File: src/rtl/pr_decouple_seq_pkg.sv
// Shared types for the per-region decouple/PR-reset sequencer.
// The state encoding is exported so the status register path can decode m_state.
package pr_decouple_seq_pkg;

  localparam int PR_STATE_W = 3;

  typedef enum logic [PR_STATE_W-1:0] {
    ST_ACTIVE    = 3'd0,
    ST_DRAIN     = 3'd1,
    ST_DECOUPLED = 3'd2,
    ST_PR_RST    = 3'd3,
    ST_SETTLE    = 3'd4
  } pr_seq_state_t;

  localparam logic [PR_STATE_W-1:0] PR_ENC_ACTIVE    = 3'd0;
  localparam logic [PR_STATE_W-1:0] PR_ENC_DRAIN     = 3'd1;
  localparam logic [PR_STATE_W-1:0] PR_ENC_DECOUPLED = 3'd2;
  localparam logic [PR_STATE_W-1:0] PR_ENC_PR_RST    = 3'd3;
  localparam logic [PR_STATE_W-1:0] PR_ENC_SETTLE    = 3'd4;

  function automatic int maxOf3(input int a, input int b, input int c);
    int m;
    m = (a > b) ? a : b;
    return (m > c) ? m : c;
  endfunction

endpackage

File: src/rtl/pr_decouple_seq_if.sv
// Request/status bundle between the control-register block, the sequencer and the regions.
// The slave modport is the sequencer's view; master is the driving side.
interface pr_decouple_seq_if #(
  parameter int N_REGIONS = 1
);
  import pr_decouple_seq_pkg::*;

  logic [N_REGIONS-1:0]            s_decouple_req;
  logic [N_REGIONS-1:0]            s_rst_pr_req;
  logic [N_REGIONS-1:0]            s_busy;
  logic [N_REGIONS-1:0]            m_quiesce;
  logic [N_REGIONS-1:0]            m_decouple;
  logic [N_REGIONS-1:0]            m_rst_pr;
  logic [N_REGIONS-1:0]            m_timeout;
  logic [PR_STATE_W*N_REGIONS-1:0] m_state;

  modport master (
    output s_decouple_req, s_rst_pr_req, s_busy,
    input  m_quiesce, m_decouple, m_rst_pr, m_timeout, m_state
  );

  modport slave (
    input  s_decouple_req, s_rst_pr_req, s_busy,
    output m_quiesce, m_decouple, m_rst_pr, m_timeout, m_state
  );

endinterface

File: src/rtl/pr_decouple_seq_region_seq.sv
// One region's sequencer: quiesce, bounded drain, decouple, minimum-length PR reset, settle.
// A single counter is shared by the drain, reset and settle phases since they never overlap.
module pr_region_seq
  import pr_decouple_seq_pkg::*;
#(
  parameter int DRAIN_TIMEOUT = 4096,
  parameter int RST_CYCLES    = 16,
  parameter int SETTLE_CYCLES = 8
) (
  input  logic                  aclk,
  input  logic                  aresetn,
  input  logic                  i_decouple_req,
  input  logic                  i_rst_pr_req,
  input  logic                  i_busy,
  output logic                  o_quiesce,
  output logic                  o_decouple,
  output logic                  o_rst_pr,
  output logic                  o_timeout,
  output logic [PR_STATE_W-1:0] o_state
);

  localparam int CNT_W = $clog2(maxOf3(DRAIN_TIMEOUT, RST_CYCLES, SETTLE_CYCLES)) + 1;
  localparam logic [CNT_W-1:0] DRAIN_LAST  = CNT_W'(DRAIN_TIMEOUT - 1);
  localparam logic [CNT_W-1:0] RST_LAST    = CNT_W'(RST_CYCLES - 1);
  localparam logic [CNT_W-1:0] SETTLE_LAST = CNT_W'(SETTLE_CYCLES - 1);

  pr_seq_state_t    r_state;
  logic [CNT_W-1:0] r_count;
  logic             r_timeout;

  pr_seq_state_t    w_nextState;
  logic [CNT_W-1:0] w_nextCount;
  logic             w_nextTimeout;

  always_ff @(posedge aclk) begin
    if (!aresetn) begin
      r_state   <= ST_ACTIVE;
      r_count   <= '0;
      r_timeout <= 1'b0;
    end else begin
      r_state   <= w_nextState;
      r_count   <= w_nextCount;
      r_timeout <= w_nextTimeout;
    end
  end

  // Abort beats drain completion; the PR reset counter saturates so a held request only extends it.
  always_comb begin
    w_nextState   = r_state;
    w_nextCount   = r_count;
    w_nextTimeout = r_timeout;
    case (r_state)
      ST_ACTIVE: begin
        if (i_decouple_req) begin
          w_nextState   = ST_DRAIN;
          w_nextCount   = '0;
          w_nextTimeout = 1'b0;
        end
      end
      ST_DRAIN: begin
        if (!i_decouple_req) begin
          w_nextState = ST_ACTIVE;
        end else if (!i_busy) begin
          w_nextState = ST_DECOUPLED;
        end else if (r_count == DRAIN_LAST) begin
          w_nextState   = ST_DECOUPLED;
          w_nextTimeout = 1'b1;
        end else begin
          w_nextCount = r_count + CNT_W'(1);
        end
      end
      ST_DECOUPLED: begin
        if (i_rst_pr_req) begin
          w_nextState = ST_PR_RST;
          w_nextCount = '0;
        end else if (!i_decouple_req) begin
          w_nextState = ST_SETTLE;
          w_nextCount = '0;
        end
      end
      ST_PR_RST: begin
        if (r_count == RST_LAST) begin
          if (!i_rst_pr_req) begin
            w_nextState = ST_DECOUPLED;
          end
        end else begin
          w_nextCount = r_count + CNT_W'(1);
        end
      end
      ST_SETTLE: begin
        if (r_count == SETTLE_LAST) begin
          w_nextState = ST_ACTIVE;
        end else begin
          w_nextCount = r_count + CNT_W'(1);
        end
      end
      default: begin
        w_nextState = ST_ACTIVE;
        w_nextCount = '0;
      end
    endcase
  end

  assign o_quiesce  = (r_state != ST_ACTIVE);
  assign o_decouple = (r_state == ST_DECOUPLED) || (r_state == ST_PR_RST);
  assign o_rst_pr   = (r_state == ST_PR_RST);
  assign o_timeout  = r_timeout;
  assign o_state    = r_state;

endmodule

File: src/rtl/pr_decouple_seq.sv
// Top level: one independent pr_region_seq per dynamic region, no cross-region arbitration.
module pr_decouple_seq
  import pr_decouple_seq_pkg::*;
#(
  parameter int N_REGIONS     = 1,
  parameter int DRAIN_TIMEOUT = 4096,
  parameter int RST_CYCLES    = 16,
  parameter int SETTLE_CYCLES = 8
) (
  input logic              aclk,
  input logic              aresetn,
  pr_decouple_seq_if.slave bus
);

  for (genvar g = 0; g < N_REGIONS; g++) begin : g_region
    pr_region_seq #(
      .DRAIN_TIMEOUT (DRAIN_TIMEOUT),
      .RST_CYCLES    (RST_CYCLES),
      .SETTLE_CYCLES (SETTLE_CYCLES)
    ) u_seq (
      .aclk           (aclk),
      .aresetn        (aresetn),
      .i_decouple_req (bus.s_decouple_req[g]),
      .i_rst_pr_req   (bus.s_rst_pr_req[g]),
      .i_busy         (bus.s_busy[g]),
      .o_quiesce      (bus.m_quiesce[g]),
      .o_decouple     (bus.m_decouple[g]),
      .o_rst_pr       (bus.m_rst_pr[g]),
      .o_timeout      (bus.m_timeout[g]),
      .o_state        (bus.m_state[PR_STATE_W*g +: PR_STATE_W])
    );
  end

endmodule

File: src/flat_wrapper.sv
// flat-port wrapper written by rule: the top's interface ports become plain ports
module pr_decouple_seq_flat import pr_decouple_seq_pkg::*;
#(
  parameter int N_REGIONS     = 1,
  parameter int DRAIN_TIMEOUT = 4096,
  parameter int RST_CYCLES    = 16,
  parameter int SETTLE_CYCLES = 8
)
  (aclk, aresetn, bus_s_decouple_req, bus_s_rst_pr_req, bus_s_busy, bus_m_quiesce, bus_m_decouple, bus_m_rst_pr, bus_m_timeout, bus_m_state);
  pr_decouple_seq_if #(.N_REGIONS(N_REGIONS)) bus_i ();
  input logic aclk;
  input logic aresetn;
  input wire logic [$bits(bus_i.s_decouple_req)-1:0] bus_s_decouple_req;
  input wire logic [$bits(bus_i.s_rst_pr_req)-1:0] bus_s_rst_pr_req;
  input wire logic [$bits(bus_i.s_busy)-1:0] bus_s_busy;
  output wire logic [$bits(bus_i.m_quiesce)-1:0] bus_m_quiesce;
  output wire logic [$bits(bus_i.m_decouple)-1:0] bus_m_decouple;
  output wire logic [$bits(bus_i.m_rst_pr)-1:0] bus_m_rst_pr;
  output wire logic [$bits(bus_i.m_timeout)-1:0] bus_m_timeout;
  output wire logic [$bits(bus_i.m_state)-1:0] bus_m_state;
  assign bus_i.s_decouple_req = bus_s_decouple_req;
  assign bus_i.s_rst_pr_req = bus_s_rst_pr_req;
  assign bus_i.s_busy = bus_s_busy;
  assign bus_m_quiesce = bus_i.m_quiesce;
  assign bus_m_decouple = bus_i.m_decouple;
  assign bus_m_rst_pr = bus_i.m_rst_pr;
  assign bus_m_timeout = bus_i.m_timeout;
  assign bus_m_state = bus_i.m_state;
  pr_decouple_seq #(.N_REGIONS(N_REGIONS), .DRAIN_TIMEOUT(DRAIN_TIMEOUT), .RST_CYCLES(RST_CYCLES), .SETTLE_CYCLES(SETTLE_CYCLES)) u_core (.aclk(aclk), .aresetn(aresetn), .bus(bus_i));
endmodule
File: config.mk
export PLATFORM = sky130hd
export DESIGN_NAME = pr_decouple_seq_flat
export DESIGN_NICKNAME = d
export VERILOG_FILES = /design/src/rtl/pr_decouple_seq_pkg.sv /design/src/rtl/pr_decouple_seq_if.sv /design/src/rtl/pr_decouple_seq_region_seq.sv /design/src/rtl/pr_decouple_seq.sv /design/src/flat_wrapper.sv
export SDC_FILE = /design/constraint.sdc
export NUM_CORES = 1
export LEC_CHECK = 0
export ABC_AREA = 1
export CAP_MARGIN = 0
export CORE_ASPECT_RATIO = 0.5
export CORE_MARGIN = 2
export CORE_UTILIZATION = 45
export CTS_CLUSTER_DIAMETER = 40
export DETAILED_ROUTE_END_ITERATION = 16
export DONT_BUFFER_PORTS = 1
export HOLD_SLACK_MARGIN = 0.06
export PLACE_DENSITY = 0.69
export SKIP_LAST_GASP = 1
export SLEW_MARGIN = 20
export SYNTH_ARGS = -nofsm -noshare
export SYNTH_HDL_FRONTEND = slang
export SYNTH_HIERARCHICAL = 1
export SYNTH_SLANG_ARGS = --single-unit
File: constraint.sdc
create_clock -name aclk -period 2.6 [get_ports aclk]
set_input_delay 0.52 -clock aclk [delete_from_list [all_inputs] [get_ports aclk]]
set_output_delay 0.52 -clock aclk [all_outputs]
set_load 0.005 [all_outputs]
==> results.md, run 1 <==
- Status: complete, no violations
- F_max: 0.582 GHz
- Worst r2r path cells: 9
- # hold bufs at CTS: 0
- Post-layout util: 51.2%
- Syn. warnings: 6
- Commonest non-fill, non-tap cell in the layout: nand2_1
- Row Count: 13
- Overall Global Routing Usage: 18.5%
- Setup bufs post-CTS: 0
- CTS tree: done
- Initial Utilization: 48.1%
- Worst slack at placement: 912 ps
- Grt ovf: 0
- Worst hold start: aresetn
- RR Startpoint: u_core/g_region[0].u_seq/r_count[0]
- Syn Inst Count: 217
- CTS clk-pin slew, worst paths: 70 ps
- Sequential cell area: 340 um^2
- Final Hold Viols: 0
- Hold Slack: 378 ps
- Residual DRC count: 0
- Layout cells sized above 1: 12.8%
- Final setup fails: 0
- Clk root buf: clkbuf_8
- CP Data Required Time: 2780 ps
- Crit path max fanout: 9
- Initial antenna violation count: 0
- Launch point of the worst path: u_core/g_region[0].u_seq/r_count[0]
- Slew Viols, Final: 0
- Die area: 3280 um^2
- Clock Tree Buf Depth: 2
- Fillers: 286
- Drt total wl: 2850 um
- Multi-input gate area: 793 um^2
- Htree depth: 1
- Core Area: 2640 um^2
- VDD IR max: 551 uV
- Xor/xnor share of the synthesized area: 2.08%
- Post-synthesis register bit count: 17
- Inserted Clock Buffers: 3
- Synth Area in Simple Gates: 51.1%
- Die H: 41.5 um
- Relative slew margins: 63.2%
- Synth Area in Compound Gates: 8.50%
- Wire per inst: 11.1 um
- Hold Crit Class: in -> reg
- Post-cts sizing count: 0
- Crit path kind: reg -> reg
- Setup crit start kind: register
- Fin crit share: 66.0%
- Power Dens Cells: 939 nW/um^2
- 1st-pass router iterations: 4
- First DRT Iteration DRCs: 86
- # diodes: 0
- Total Negative Setup Slacks: 0 ps
- Mapped Nets: 223
- Leakage: 0.619 nW
- Global-route wire length before repair: 4820 um
- Placer Congestion: 0.866
- Area Growth Syn to Fin: 6.52%
- Die X: 79.0 um
- Worst Tran Pin Value: 553 ps
- RSZ-0062 raised after global routing: no
- Final Skew: 2.27 ps
- Post-Syn Area: 1270 um^2
- Syn_area_per_cell: 5.84 um^2
- Most frequent cells in the layout: 64 x nand2_1, 35 x nor2_1, 24 x inv_1, 21 x nand3_1, 17 x dfxtp_1
- Register area share after synthesis: 26.9%
- Largest family of logic cells by synthesized area: simple AND/OR/NAND/NOR gates
- Maximum number of pins on one net before global-route repair: 12
- Adder-Cell Fraction of Synth Area: 0.988%
- Final net count: 226
- Worst Setup End Kind: register
- Vias in the first global route: 1085
- Min Tclk post-route: 1720 ps
- Mux cell area share after synthesis: 0%
- HPWL Detailed: 2200 um
- Worst-skew pair later-pin latency: 250 ps
- PortBufs: 0
- Cell variety after synth: 26
- Num ports: 12
- Final WS setup: 883 ps
- Vias per inst: 4.98
- Clock Sinks: 17
- Detail Route Antenna Nets: 0
- Max_cap viols: 0
- Total number of vias: 1275
- Hold path cells: 2
- CP arrival: 1900 ps
path summary, 6_finish.rpt:
check	to	slack [ps]
max	u_core/g_region[0].u_seq/r_count[3]	880
min	u_core/g_region[0].u_seq/r_count[9]	380
max reg2reg	u_core/g_region[0].u_seq/r_count[3]	880
min reg2reg	u_core/g_region[0].u_seq/r_count[9]	500
metrics by stage:
step                power (mW)  cells  cell area, um^2
CTS                       1.27    256             1350
finish                    1.27    256             1350
global placement          1.05    252             1300
floorplan                0.932    217             1270
global route              1.39    256             1350
detailed placement        1.06    252             1300
synth_stat cells:
master     n  area, um^2
nor2_1    35         131
nand3_1   21         105
inv_1     24        90.1
xor2_1     2        17.5
xnor2_1    1        8.76
nand3b_1   2        15.0
clkbuf_1   1        3.75
nor3_1     1        5.00
nor2_2     3        18.8
nand2_1   64         240
or2_0      1        6.26
inv_2      9        33.8
ha_1       1        12.5
nand2_4    1        11.3
a21oi_2    1        8.76
o21ai_2    1        8.76
buf_2      1        5.00
a21oi_1   12        60.1
dfxtp_1   17         340
nand2_2    4        25.0
nand3_2    1        10.0
nand4_1    4        25.0
nor2_4     3        33.8
nor3_2     2        20.0
o21bai_1   2        15.0
o21ai_0    3        15.0
final cells by class:
type,instances,share of cell area (%)
clock buffer,4,3.34
inverter,33,9.18
multi-input combinational,165,58.8
sequential,17,25.2
tap,37,3.43
critical path: stages, from the launching register on:
cell and delay, ps:
dfxtp_1 370, ha_1 230, nand3_2 180, nor2_1 200, nand3_1 100, nand2_2 120, inv_2 100, nand2_4 140
nand2_1 60, a21oi_1 140
per-layer routing:
metal,GRT usage [%],vias to the layer above,part of all wire [%]
li1,-,681,-
met1,24.7,565,51
met2,28.6,27,44
met3,6.30,2,4.7
met4,4.83,0,0.49
met5,0,-,0
cell families (layout without fill, tap and decap cells):
logic type	after synthesis	count (layout)
compound gates	19	19
buf+inv	35	37
simple gates	142	142
flops	17	17
fa+ha+maj	1	1
xor+xnor	3	3
state kept, by name (all words and copies together) (netlist names):
signal / flops
u_core/g_region.u_seq/r_count: 13
u_core/g_region.u_seq/o_state: 3
u_core/g_region.u_seq/o_timeout: 1
power breakdown:
group	switching (mW)	internal (mW)	leakage, nW
Combinational	0.453	0.204	0.458
Sequential	0.0785	0.328	0.139
Clock	0.0943	0.109	0.0228
Note: power is estimated with default switching activity, not from simulation.
==> run 2, diff against run 1 <==
--- a/config.mk
+++ b/config.mk
@@ -5,7 +5,7 @@
 export SDC_FILE = /design/constraint.sdc
 export NUM_CORES = 1
 export LEC_CHECK = 0
-export ABC_AREA = 1
+export ABC_AREA = 0
 export CAP_MARGIN = 0
 export CORE_ASPECT_RATIO = 0.5
 export CORE_MARGIN = 2
==> constraint.sdc (replaced) <==
create_clock -name aclk -period 1.6 [get_ports aclk]
set_input_delay 0.32 -clock aclk [delete_from_list [all_inputs] [get_ports aclk]]
set_output_delay 0.32 -clock aclk [all_outputs]
set_load 0.005 [all_outputs]
==> results.md, run 2 <==
- CTS clk-pin slew, worst paths: 70 ps (about the same)
- Relative slew margins: 71.7% (+8.5 points)
- Leakage: 0.706 nW (+14%)
- Vias per inst: 5.90 (+18%)
- Clock Tree Buf Depth: 2 (unchanged)
- Mapped Nets: 157 (-30%)
- Max stage delay on crit path: 570 ps (+200 ps)
- Crit path kind: reg -> reg
- RSZ-0062 raised after global routing: yes
- Top_reg_cell synth: dfxtp_1
- Share of the synthesized area in the top cell type: 28.7% (+1.8 points)
- Core Area: 2550 um^2 (-3.1%)
- Area Growth Syn to Fin: 49.2%
- Clock Sinks: 17 (unchanged)
- Slew Viols, Final: 0 (unchanged)
- Cell variety after synth: 50 (+92%)
- Post-layout util: 69.3% (+18 points)
- Wire per inst: 15.9 um (+43%)
- Final WS setup: -377 ps (-1260 ps)
- Fin crit share: 124% (+58 points)
- Status: complete, but fails checks
- CP arrival: 2100 ps (+200 ps)
- Final Hold Viols: 0 (unchanged)
- Inserted Clock Buffers: 3 (unchanged)
- Cell with the most instances after synthesis: dfxtp_1
- CP cell instances: or4_4 > or4_4 > nor2_4 > or4_4 > buf_12 > o21ai_1
- Final Skew: 8.56 ps (+6.28 ps)
- Worst Tran Pin Value: 420 ps (-133 ps)
- Global-route wire length before repair: 5510 um (+14%)
- Post-Syn Area: 1190 um^2 (-6.3%)
- Worst-skew pair later-pin latency: 260 ps (about the same)
- HPWL Detailed: 2440 um (+11%)
- Die H: 40.3 um (-2.9%)
- Top cells by area, synth: dfxtp_1 29%, nand2_1 5.1%, nor2_1 4.4%, o311ai_0 3.7%, nand3b_1 3.2%
- Yosys top cell by area: dfxtp_1
- Initial Utilization: 46.4% (-1.6 points)
- Worst slack at placement: -483 ps (-1400 ps)
- M1 WL: 1750 um (+21%)
- Final setup fails: 16 (+16)
- Row Count: 13 (unchanged)
- Post-synthesis register bit count: 17 (unchanged)
- Crit path max fanout: 6 (-3)
- Overall Global Routing Usage: 23.5% (+5.0 points)
- Number of synthesized flops with an enable pin: 0 (unchanged)
- Met2 wire len: 1670 um (+34%)
- Vias in the first global route: 1200 (+11%)
- Failing checks: setup timing
- Die area: 3090 um^2 (-5.9%)
- Syn_area_per_cell: 7.86 um^2 (+35%)
- F_max: 0.506 GHz (-13%)
- PortBufs: 0 (unchanged)
- Layout cells sized above 1: 45.9% (+33 points)
- Hold Slack: 201 ps (-178 ps)
- # hold bufs at CTS: 0 (unchanged)
- Min Tclk post-route: 1980 ps (+260 ps)
- Htree depth: 1 (unchanged)
- Max reg flops: 13 (unchanged)
- Largest register by flop count: u_core/g_region.u_seq/r_count
- CTS tree: done
- Initial antenna violation count: 0 (unchanged)
- Commonest cells in the netlist: 17 x dfxtp_1, 16 x nand2_1, 14 x nor2_1
- Num ports: 12 (unchanged)
- Die X: 76.6 um (-3.1%)
- Worst Path Buf+Inv: 1 (unchanged)
- Total number of vias: 1374 (+7.8%)
- Worst Setup End Kind: register
- Clk root buf: clkbuf_8
- CP most frequent cell: or4_4
- 1st-pass router iterations: 6 (+2)
- Total Negative Setup Slacks: -5210 ps (-5210 ps)
- Maximum number of pins on one net before global-route repair: 25 (+13)
- Hold Crit Class: in -> reg
- CP max-delay cell: or4_4
- CP delay by family, top: simple AND/OR/NAND/NOR gates
- Detail Route Antenna Nets: 0 (unchanged)
- Setup crit start kind: register
- # diodes: 0 (unchanged)
- Placer Congestion: 0.843 (-2.7%)
- CP Data Required Time: 1720 ps (-1060 ps)
- Most frequent cells in the layout: 45 x buf_4, 16 x nand2_1, 14 x nor2_1, 9 x dfxtp_1, 8 x dfxtp_2
- Final net count: 203 (-10%)
- Syn. warnings: 6 (unchanged)
- Met3 Wirelength: 293 um (+120%)
- Register area share after synthesis: 28.7% (+1.8 points)
- Syn Inst Count: 151 (-30%)
- Commonest non-fill, non-tap cell in the layout: buf_4
- Max_cap viols: 0 (unchanged)
- Drt total wl: 3710 um (+30%)
- Design Power: 1.11 mW (-12%)
- Residual DRC count: 0 (unchanged)
- Async SR Flop Fraction: 0% (unchanged)
- VDD IR max: 301 uV (-45%)
- Grt ovf: 0 (unchanged)
- Power Dens Cells: 629 nW/um^2 (-33%)
- DR top layer: met3
- First DRT Iteration DRCs: 86 (unchanged)
-- run 2: path summary, 6_finish.rpt --
kind                            slack [ps]                                  end  cells past startpoint                           startpoint
worst max-delay path                  -380  u_core/g_region[0].u_seq/r_count[5]                      6  u_core/g_region[0].u_seq/r_count[8]
worst min-delay path                   200   u_core/g_region[0].u_seq/o_timeout                      2                              aresetn
worst max register to register        -380  u_core/g_region[0].u_seq/r_count[5]                      6  u_core/g_region[0].u_seq/r_count[8]
worst min register to register         520   u_core/g_region[0].u_seq/o_timeout                      2   u_core/g_region[0].u_seq/o_timeout
-- run 2: metrics by stage --
stage,instance area [um^2],std cells
2_1_floorplan,1210,151
4_1_cts,1720,231
3_3_place_gp,1580,225
6_report,1770,233
3_5_place_dp,1580,225
5_1_grt,1770,233
-- run 2: cell type report --
type | count | area (um^2)
clock buffer | 4 | 45.0
fill | 179 | 785
inverter | 5 | 18.8
multi-input combinational | 119 | 892
sequential | 17 | 350
tap | 37 | 46.3
timing repair buffer | 51 | 417
-- run 2: kinds of logic after synthesis --
| kind of cell | Yosys count | synth area share [%] |
|---|---|---|
| muxes | 3 | 2.53 |
| DFF | 17 | 28.7 |
| adders and majority gates | 1 | 1.05 |
| AOI/OAI and AO/OA | 38 | 23.8 |
| and+or+nand+nor | 77 | 38.2 |
| buffers and inverters | 15 | 5.70 |
-- run 2: timing repair --
item                                    4_1_cts  5_1_grt
endpoints found under the setup margin       16       18
pin swaps                                    19        5
cloned                                        1        0
setup buffers                                 2        2
gates resized for setup                      17       11
-- run 2: routing by layer --
metal / vias to the layer above / track usage (%)
met1: 637 / 30.5
li1: 670 / -
met2: 67 / 40.9
met4: 0 / 5.45
met5: - / 0
met3: 0 / 6.08
-- run 2: power by group --
part | switching, mW | total, mW | internal, mW
registers | 0.0118 | 0.447 | 0.436
logic | 0.170 | 0.337 | 0.167
clock network | 0.153 | 0.329 | 0.177
total | 0.334 | 1.11 | 0.779
